==> src/rtl/div_pkg.sv <==
// Shared encodings for the multicycle divider: DivCtrl commands, FSM states and sizing.
package div_pkg;

  localparam int WIDTH = 32;
  localparam int CNT_W = $clog2(WIDTH) + 1;

  typedef enum logic [1:0] {
    DIV_IDLE   = 2'b00,
    DIV_START  = 2'b01,
    DIV_STARTU = 2'b10,
    DIV_ABORT  = 2'b11
  } div_ctrl_e;

  typedef enum logic [1:0] {
    S_IDLE = 2'b00,
    S_RUN  = 2'b01,
    S_FIX  = 2'b10
  } state_e;

endpackage

==> src/rtl/div_unit_step.sv <==
// One restoring-division iteration: shift in the next dividend bit, subtract the divisor if it fits.
module div_step #(
  parameter int W = 32
) (
  input  logic [W:0] rem,
  input  logic       dvd_msb,
  input  logic [W:0] dvs,
  output logic [W:0] rem_next,
  output logic       qbit
);

  logic [W+1:0] shifted;

  always_comb begin
    shifted  = {rem, dvd_msb};
    qbit     = (shifted >= {1'b0, dvs});
    rem_next = qbit ? (W+1)'(shifted - {1'b0, dvs}) : shifted[W:0];
  end

endmodule

==> src/rtl/div_unit.sv <==
// Multicycle signed divider (DIV) producing quotient on LO and remainder on HI.
// Defining DIV_UNSIGNED_EN adds the DivCtrl=10 unsigned start (DIVU).
module div_unit #(
  parameter int WIDTH = 32
) (
  input  logic             clck,
  input  logic             reset,
  input  logic [1:0]       DivCtrl,
  input  logic [WIDTH-1:0] A,
  input  logic [WIDTH-1:0] B,
  output logic [WIDTH-1:0] HI,
  output logic [WIDTH-1:0] LO,
  output logic             busy,
  output logic             done,
  output logic             DivZeroOP
);

  import div_pkg::*;

  localparam int CNT_BITS = $clog2(WIDTH) + 1;

  state_e              state_q, state_d;
  logic [WIDTH-1:0]    dvd_q, dvd_d;
  logic [WIDTH:0]      dvs_q, dvs_d;
  logic [WIDTH:0]      rem_q, rem_d;
  logic [CNT_BITS-1:0] cnt_q, cnt_d;
  logic                sign_a_q, sign_a_d;
  logic                neg_q, neg_d;
  logic [WIDTH-1:0]    hi_q, hi_d;
  logic [WIDTH-1:0]    lo_q, lo_d;
  logic                busy_q, busy_d;
  logic                done_q, done_d;
  logic                div_zero_q, div_zero_d;

  logic             start_s, start_u, start, abort;
  logic             sign_a, sign_b;
  logic [WIDTH:0]   step_rem;
  logic             step_qbit;

  assign start_s = (DivCtrl == DIV_START);
`ifdef DIV_UNSIGNED_EN
  assign start_u = (DivCtrl == DIV_STARTU);
`else
  assign start_u = 1'b0;
`endif
  assign start = start_s | start_u;
  assign abort = (DivCtrl == DIV_ABORT);

  div_step #(.W(WIDTH)) u_step (
    .rem      (rem_q),
    .dvd_msb  (dvd_q[WIDTH-1]),
    .dvs      (dvs_q),
    .rem_next (step_rem),
    .qbit     (step_qbit)
  );

  always_comb begin
    state_d    = state_q;
    dvd_d      = dvd_q;
    dvs_d      = dvs_q;
    rem_d      = rem_q;
    cnt_d      = cnt_q;
    sign_a_d   = sign_a_q;
    neg_d      = neg_q;
    hi_d       = hi_q;
    lo_d       = lo_q;
    busy_d     = busy_q;
    done_d     = 1'b0;
    div_zero_d = 1'b0;
    // Unsigned starts force both sign flags low so operands pass through raw.
    sign_a     = start_s & A[WIDTH-1];
    sign_b     = start_s & B[WIDTH-1];

    case (state_q)
      S_IDLE: begin
        if (start) begin
          if (B == '0) begin
            div_zero_d = 1'b1;
          end else begin
            dvd_d    = sign_a ? -A : A;
            dvs_d    = {1'b0, (sign_b ? -B : B)};
            sign_a_d = sign_a;
            neg_d    = sign_a ^ sign_b;
            rem_d    = '0;
            cnt_d    = CNT_BITS'(WIDTH);
            busy_d   = 1'b1;
            state_d  = S_RUN;
          end
        end
      end
      S_RUN: begin
        if (abort) begin
          busy_d  = 1'b0;
          state_d = S_IDLE;
        end else begin
          rem_d = step_rem;
          dvd_d = {dvd_q[WIDTH-2:0], step_qbit};
          cnt_d = cnt_q - CNT_BITS'(1);
          if (cnt_q == CNT_BITS'(1)) state_d = S_FIX;
        end
      end
      S_FIX: begin
        if (abort) begin
          busy_d  = 1'b0;
          state_d = S_IDLE;
        end else begin
          lo_d    = neg_q ? -dvd_q : dvd_q;
          hi_d    = sign_a_q ? -rem_q[WIDTH-1:0] : rem_q[WIDTH-1:0];
          done_d  = 1'b1;
          busy_d  = 1'b0;
          state_d = S_IDLE;
        end
      end
      default: begin
        busy_d  = 1'b0;
        state_d = S_IDLE;
      end
    endcase
  end

  always_ff @(posedge clck) begin
    if (!reset) begin
      state_q    <= S_IDLE;
      dvd_q      <= '0;
      dvs_q      <= '0;
      rem_q      <= '0;
      cnt_q      <= '0;
      sign_a_q   <= 1'b0;
      neg_q      <= 1'b0;
      hi_q       <= '0;
      lo_q       <= '0;
      busy_q     <= 1'b0;
      done_q     <= 1'b0;
      div_zero_q <= 1'b0;
    end else begin
      state_q    <= state_d;
      dvd_q      <= dvd_d;
      dvs_q      <= dvs_d;
      rem_q      <= rem_d;
      cnt_q      <= cnt_d;
      sign_a_q   <= sign_a_d;
      neg_q      <= neg_d;
      hi_q       <= hi_d;
      lo_q       <= lo_d;
      busy_q     <= busy_d;
      done_q     <= done_d;
      div_zero_q <= div_zero_d;
    end
  end

  assign HI        = hi_q;
  assign LO        = lo_q;
  assign busy      = busy_q;
  assign done      = done_q;
  assign DivZeroOP = div_zero_q;

endmodule

==> config.mk <==
export PLATFORM = sky130hd
export DESIGN_NAME = div_unit
export DESIGN_NICKNAME = d
export VERILOG_FILES = /design/src/rtl/div_pkg.sv /design/src/rtl/div_unit_step.sv /design/src/rtl/div_unit.sv
export SDC_FILE = /design/constraint.sdc
export NUM_CORES = 1
export LEC_CHECK = 0
export ABC_AREA = 1
export BUFFER_PORTS_ARGS = -buffer_cell sky130_fd_sc_hd__buf_4
export CAP_MARGIN = 5
export CORE_UTILIZATION = 50
export CTS_CLUSTER_SIZE = 12
export DETAILED_ROUTE_END_ITERATION = 10
export PLACE_DENSITY = 0.72
export SLEW_MARGIN = 20
export SYNTH_ARGS = -nofsm -noshare
export SYNTH_HDL_FRONTEND = slang
export SYNTH_HIERARCHICAL = 1
export SYNTH_SLANG_ARGS = --single-unit
==> constraint.sdc <==
create_clock -name clck -period 1.9 [get_ports clck]
set_input_delay 0.285 -clock clck [delete_from_list [all_inputs] [get_ports clck]]
set_output_delay 0.285 -clock clck [all_outputs]
set_load 0.05 [all_outputs]
==> results of run 1 <==
==> state kept, by name, indices dropped and copies added, names as in the netlist, 2 cells and up <==
register / flops
state_q: 2
cnt_q: 6
HI: 32
rem_q: 33
dvd_q: 32
dvs_q: 32
LO: 32
==> metrics by stage <==
| stage | cell area, sq um | setup WS [ns] |
|---|---|---|
| floorplan | 14300 | 0.001224 |
| global placement | 17090 | -0.2887 |
| detailed placement | 17090 | -0.3065 |
| CTS | 18410 | -0.1851 |
| global route | 19320 | -0.3398 |
| finish | 19320 | -0.2489 |
==> worst max-delay path by stage <==
stage,cells after the start,endpoint
6_report,15,rem_q[16]
5_1_grt,16,rem_q[32]
4_1_cts,13,rem_q[15]
3_5_place_dp,14,rem_q[31]
3_3_place_gp,14,rem_q[31]
2_1_floorplan,14,dvd_q[0]
==> cells by family after synthesis <==
logic type | count (synthesis)
buf+inv | 424
other cells | 1
xor+xnor | 52
fa+ha+maj | 40
compound gates | 325
simple gates | 1467
flops | 174
==> what timing repair did <==
action | in CTS | in global routing
endpoints found under the setup margin | 34 | 60
gates cloned | 5 | 3
pin swaps | 43 | 123
buffers inserted | 22 | 9
resized for setup | 134 | 237
==> critical path, stage by stage (launching register included) <==
cell and delay (ns):
dfxtp_2 0.32, inv_2 0.07, ha_4 0.14, inv_4 0.04
fa_2 0.40, nand2_2 0.10, nand2_2 0.08, nand3_2 0.11
nand2_4 0.09, nand2_2 0.08, nand2_2 0.08, xor2_2 0.22
nand2_2 0.09, nand2_2 0.09, a21oi_2 0.06, nor2_1 0.12
==> cell usage after synthesis, types with 2 or more instances <==
cell type | n | area [sq um]
o211ai_1 | 6 | 45.04
buf_2 | 25 | 125.1
ha_1 | 39 | 488.0
xor2_1 | 43 | 376.6
buf_6 | 4 | 45.04
a31oi_1 | 2 | 12.51
nand2_1 | 740 | 2778
nand3b_1 | 13 | 97.59
clkinv_1 | 4 | 15.01
a21oi_1 | 142 | 710.7
nor3_1 | 14 | 70.07
nor2_1 | 426 | 1599
inv_1 | 329 | 1235
nor3_2 | 3 | 30.03
and2_1 | 8 | 50.05
o221ai_1 | 2 | 17.52
clkbuf_1 | 56 | 210.2
nor2_4 | 2 | 22.52
xnor2_1 | 9 | 78.83
a21o_1 | 2 | 15.01
nand3_1 | 189 | 945.9
nand2_2 | 8 | 50.05
o22ai_1 | 6 | 37.54
o21bai_1 | 2 | 15.01
a21oi_2 | 11 | 96.34
dfxtp_1 | 174 | 3483
nand4_1 | 26 | 162.7
o21ai_0 | 150 | 750.7
nor2_2 | 8 | 50.05
or2_2 | 8 | 50.05
inv_2 | 2 | 7.510
nand3_2 | 16 | 160.2
==> placed cells by master, fill, tap and decap left out, types with 8 or more instances in the layout <==
cell type	synthesis	layout
nor2_1	426	394
nand3_1	189	150
dfxtp_1	174	122
nand3_2	16	52
nand3b_1	13	13
nand2_4	1	29
nor3_1	14	8
xnor2_1	9	9
nor2_4	2	16
buf_4	0	344
clkbuf_16	0	19
nand2_2	8	83
a21oi_2	11	30
nand4_1	26	26
ha_4	0	34
nor2_2	8	26
nand2_1	740	638
a21oi_1	142	119
or2_2	8	8
inv_1	329	292
o21ai_0	150	145
xor2_1	43	37
buf_12	1	17
inv_2	2	34
dfxtp_2	0	51
==> cell type report <==
class | instances | area, sq um
Clock inverter | 15 | 165.2
Timing Repair Buffer | 372 | 3131
Clock buffer | 17 | 425.4
Fill cell | 2427 | 7860
Multi-Input combinational cell | 1889 | 10310
Sequential cell | 174 | 3551
Tap cell | 372 | 465.4
Inverter | 335 | 1271
==> metal layers <==
metal | up-vias | wire length (um) | global-route usage
met5 | - | 0 | 0
met4 | 0 | 2508 | 0.1465
met3 | 148 | 3862 | 0.04664
met2 | 791 | 25050 | 0.6176
met1 | 7922 | 22560 | 0.4662
li1 | 8402 | - | -
==> power groups by stage <==
stage | Sequential [W] | Combinational (W) | Clock [W]
3_5_place_dp | 0.00416 | 0.00578 | 0
6_report | 0.00412 | 0.00756 | 0.00358
2_1_floorplan | 0.00414 | 0.00361 | 0
3_3_place_gp | 0.00416 | 0.00572 | 0
4_1_cts | 0.00410 | 0.00640 | 0.00361
5_1_grt | 0.00413 | 0.00810 | 0.00376
==> results.md, run 1 <==
- For this design the ratio of total power to cell area is 790.0 nW/um^2.
- In this run the worst path has a maximum fanout of 4.
- For this run, the total global-route usage over all layers was measured as 0.3641.
- The analysis attributes to cell leakage a power of between 9 and 10 nW.
- The checks that failed: negative setup slack.
- Of the post-synthesis cell area, the part taken by muxes is 0.
- The post-route worst hold slack is 0.1440 ns.
- For this run the aggregate overflow at the end of global routing stands at 0.
- For the worst setup path, the data required time is 2.27 ns.
- The most common flop cell mapped by yosys is dfxtp_1.
- The critical path capture point type is a register.
- Static timing analysis puts the maximum clock frequency at 465.4 MHz.
- The path class of the tightest hold or removal check is in -> reg.
- The mapped netlist covers 13980 sq um.
- The final count of hold timing violations was 0.
- The flow ran to the end, but the final reports show violations.
- The synthesized-area fraction occupied by ao, oa, aoi and oai cells is 0.1228.
- The clock transition at the registers of the reported paths is around 0.08 ns.
- The area added between synthesis and finish is 38.14%.
- In the final timing run, aggregate negative setup slack is -6.878 ns.
- The post-synthesis register bit count is 174.
- The largest clock skew in the final design is about 0.018 ns.
- The number of flops mapped to enable cells by yosys is 0.
- The initial antenna violation count is 0.
- The worst hold path depth is 4.
- The DRC violation count after routing is 0.
- By startpoint and endpoint, the worst setup path is classified as reg -> reg.
- For the pin with the worst max-slew slack, the measured transition is 0.5478 ns.
- Setup slack on the worst reg-to-reg path comes out at -0.25 ns.
- The longest clock path from root to sink contains 2 buffers.
- The core area is 27180 sq um.
- The number of detailed-route iterations in the first pass is 6.
- The combinational fraction of design power is 0.495.
- The global placement routability congestion is between 1 and 1.5.
- The fraction of registers with async set or reset after synthesis is 0.
- The mean cell area of the mapped netlist is ~5.6 sq um.
- The share of the Yosys chip area taken by registers is 0.2491.
- Dividing the final minimum period by the clock period gives 1.131.
- In this run the vertical extent of the chip is 169.2 um.
- The number of diodes is 0.
- The clock buffer count from CTS is 17.
- The floorplan die width is 169.2 um.
- The HPWL after detailed placement is about 40000 um.
- In the final routed layout, each cell accounts on average for 17.01 um.
- Dividing the detail-routed via count by the number of cells gives about 5.4.
- The worst register-to-register path begins at dvd_q[31].
- Of the total synthesized cell area, the portion taken by full adders, half adders and majority gates is 0.03633.
- The final core utilization is 0.7108.
- The number of design-rule violations left by the first detailed-router iteration is 1767.
- The startpoint kind of the worst setup timing path is a register.
- The count of distinct cell types in the synthesized netlist is 46.
- The floorplan has 60 rows.
- In this run, post-CTS hold repair placed 0 buffers.
- Synthesis produced 2483 cells.
- Of the total power, registers draw 0.270.
- In this run the critical register-to-register path is captured at rem_q[16].
- Measured against its own limit, the worst slew margin works out to 0.6348.
- The number of placed I/O pins is 135.
- The count of antenna-violating nets left after detailed routing is 0.
- The initial utilization of the core area, before any placement, comes to 0.5145.
- Counting cells, the worst reg-to-reg path comes to 15.
- The final setup violation count is 34.
- The number of global-route vias before repair is approximately 16000.
- The analysis attributes to net switching a power of 0.006672 W.
- The final non-filler cell total is 3174.
- Yosys printed 6 warnings.
- The number of placed instances, taps included, is 3105.
- The worst setup slack after layout is -0.2489 ns.
- Setup repair after global routing could not meet its margin everywhere.
- Clock latency on the worst-skew pair, taken at its later pin, is 0.45 ns.
- The count of maximum capacitance violations is 0.
- Of the total synthesized cell area, the portion taken by XOR and XNOR cells is 0.03257.
- The clock network fraction of design power is 0.235.
- The TritonCTS clock tree is yes.
- The library cell used as clock root buffer is clkbuf_16.
- The internal power of the cells totals between 0.008 and 0.009 W.
- The number of nets handed over by synthesis was ~2600.
- The die covers roughly 29000 sq um.
- The level count of the clock H-tree is 4.
- The area share of and/or/nand/nor cells after synthesis is 0.4387.
- The final max-slew violation count is 0.
- The maximum resistive drop on vdd is 0.7086 mV.
- The final layout net count is 2897.
- The timing startpoint of the critical path is dvd_q[31].
- The end point of the most critical hold path is dvs_q[2].
- Entering global routing, the biggest net connects 63 pins.
- The main combinational cell family by area after synthesis is simple AND/OR/NAND/NOR gates.
- The clock period minus final worst setup slack is 2.149 ns.
- The fraction of final layout cells with drive strength greater than 1 is 0.2884.
- The sum of routed wire length over all layers is 53980 um.
- The switching power as a share of total power is 0.4372.
- The number of I/O port buffers is approximately 130.
- The number of sinks handled by clock tree synthesis is 174.
- The first global-routing pass estimated 82060 um of wire.
- The total number of vias is 17260.
- Summing internal, switching and leakage power gives 0.01526 W.
- Data on the critical path arrives at its endpoint at 2.52 ns.
- In this run the most critical hold path is launched from B[2].
Note: power is estimated with default switching activity, not from simulation.
==> run 2: changes to the inputs <==
CORE_UTILIZATION = 25   (was 50)
PLACE_DENSITY = default   (was 0.72)
==> run 2 against run 1 <==
Compared with the run above:
- the run still ends with negative setup slack left
- critical path depth up 1
- total power shrank 4.7%
- sequential power about the same
- largest cell class unchanged
==> results.md, run 2 (synthesis gave the netlist of run 1 again) <==
- The count of placed standard cells including taps came to 3525 (+14%).
- The core area came to 55200 sq um (+100%).
- The largest clock skew in the final design is 0.01378 ns (-0.004640 ns).
- The clock period minus final worst setup slack is 2.181 ns (+0.03259 ns).
- The pin slew with the least headroom to its limit is 0.5086 ns (-0.03923 ns).
- The number of sinks handled by clock tree synthesis is 174 (unchanged).
- The required time reported for the critical path endpoint is 2.26 ns (about the same).
- The post-route worst hold slack is 0.1851 ns (+0.04113 ns).
- The number of global-route vias before repair came to 15100 (-4.1%).
- The number of design-rule violations left by the first detailed-router iteration was 1289 (-27%).
- The clock buffer count from CTS is 17 (unchanged).
- The total placed instance area was 17950 sq um (+5.1%).
- The level count of the clock H-tree is 4 (unchanged).
- Counting flops per register, the top entry is rem_q.
- The leftover overflow at the end of global routing is 0 (unchanged).
- The clock latency on the worst-skew pair is 0.47 ns (+0.02 ns).
- The final layout net count is 2925 (+0.97%).
- The standby leakage power came to 9.485 nW (+0.41%).
- The power density normalized to cell area was 745.5 nW/um^2 (-5.6%).
- The total die area is 56880 sq um (+99%).
- The worst setup slack after layout came to -0.2814 ns (-0.03259 ns).
- The worst endpoint data arrival time is 2.54 ns (+0.02 ns).
- The number of I/O port buffers was 134 (unchanged).
- TritonCTS built the clock tree.
- The number of standard-cell rows in the floorplan is 86 (+43%).
- The detailed-route vias per instance was 4.578 (-16%).
- The ratio of final minimum period to clock period was 1.148 (+0.01715).
- The run finished, with violations left.
- The cts-stage hold buffer count was 0 (unchanged).
- The fraction of final layout cells with drive strength greater than 1 came to 0.2611 (-0.02723).
- The global placement routability congestion was 0.9493 (-6.1%).
- In the layout the commonest cells are 682 x nand2_1, 400 x nor2_1, 372 x buf_4.
- The wire length of the first global-routing pass is 83430 um (+1.7%).
- The worst setup path is of the reg -> reg kind.
- The maximum fanout count along the critical path is 6 (+2).
- The library cell used as clock root buffer is clkbuf_16.
- The total routing usage reported by global routing is 0.1871 (-0.1770).
- The number of placed I/O pins is 135 (unchanged).
- The final max-slew violation count is 0 (unchanged).
- The clock transition at the registers of the reported paths is 0.08 ns (about the same).
- The final setup violation count was 34 (unchanged).
- The HPWL reported at the end of detailed placement was 41830 um (+5.7%).
- The final non-filler cell total was 3578 (+13%).
- The average routed wire per standard cell was 15.04 um (-12%).
- The starting utilization of the core area is 0.2533 (-0.2612).
- The total power came to 0.01455 W (-4.7%).
- The pin count of the biggest net entering global routing is 73 (+16%).
- The area added between synthesis and finish is 39.55%.
- The total number of vias is 16380 (-5.1%).
- The upper clock frequency limit was 458.4 MHz (-1.5%).
- Setup repair after global routing could not meet its margin everywhere.
- The count of maximum capacitance violations is 0 (unchanged).
- The library cell used most frequently in the layout, excluding fill and tap cells, is nand2_1.
- The number of diodes is 0 (unchanged).
- The final reports fail on negative setup slack.
- The final count of hold timing violations is 0 (unchanged).
- The count of antenna-violating nets left after detailed routing is 0 (unchanged).
- The post-place setup slack came to -0.3034 ns (+0.003036 ns).
- The critical path capture point type is a register.
- The flip-flop count of the largest register, all copies and words added is 33 (unchanged).
- The design area is 19510 sq um (+1.0%).
- The floorplan die width came to 238.5 um (+41%).
- The sum of routed wire length over all layers was 53820 um (-0.31%).
- The number of detailed-route iterations in the first pass came to 8 (+2).
- The height of the die is 238.5 um (+41%).
- The class of the most critical hold timing path is in -> reg.
- The DRC violation count after routing is 0 (unchanged).
- The worst slew slack as a fraction of its limit is 0.6610 (+0.02616).
- The initial antenna violation count is 0 (unchanged).
- The largest buffer count on any clock path is 2 (unchanged).
- STA classifies the critical path startpoint as a register.
- The maximum resistive drop on vdd came to 0.6452 mV (-8.9%).
[run 2: metal layers]
layer,up-vias,global-route usage,wire (um)
met5,-,0,0
met4,0,0.05963,1454
met3,64,0.02748,2637
met2,411,0.3036,24790
met1,7442,0.2535,24930
li1,8463,-,-
[run 2: layout make-up]
class | count | area [sq um]
multi-input cells | 1885 | 9823
repair buffers | 404 | 3407
flip-flops and latches | 174 | 3543
clock inverters | 12 | 88.84
inverters | 335 | 1259
clock buffers | 20 | 456.7
well taps | 748 | 935.9
fillers | 6056 | 35690
[run 2: worst paths after layout]
path / start / slack, ns / to / cells after the start
min: B[31] / 0.19 / neg_q / 4
max: dvs_q[4] / -0.28 / rem_q[7] / 16
min reg2reg: dvs_q[5] / 0.47 / dvs_q[5] / 2
max reg2reg: dvs_q[4] / -0.28 / rem_q[7] / 16
[run 2: stage by stage]
step / setup TNS [ns] / utilization
global route: -11.18 / 0.3535
CTS: -7.128 / 0.3419
finish: -7.836 / 0.3535
floorplan: 0 / -
detailed placement: -14.00 / 0.3252
global placement: -12.91 / 0.3252
[run 2: repair_timing]
action / 4_1_cts / 5_1_grt
buffers inserted: 11 / 6
cloned: 1 / 4
resized for setup: 60 / 171
pin swaps: 37 / 75
setup endpoints to repair: 34 / 63
[run 2: worst max-delay path, stage by stage (launching register included)]
cell       delay (ns)
dfxtp_2          0.34
inv_2            0.04
ha_4             0.27
nand2_4          0.07
nor2_4           0.12
inv_2            0.04
nor3_2           0.16
buf_4            0.15
nand3_2          0.06
nand2_2          0.10
nor2_4           0.07
buf_8            0.16
clkbuf_16        0.16
nand3_1          0.06
nand2_1          0.07
a21oi_2          0.13
nor2_1           0.05
[run 2: power by group]
part / leakage (nW) / total, W / switching [W] / internal, W
clock: 0.259 / 0.00346 / 0.00171 / 0.00175
combinational: 7.79 / 0.00699 / 0.00407 / 0.00291
sequential: 1.44 / 0.00411 / 0.000243 / 0.00386
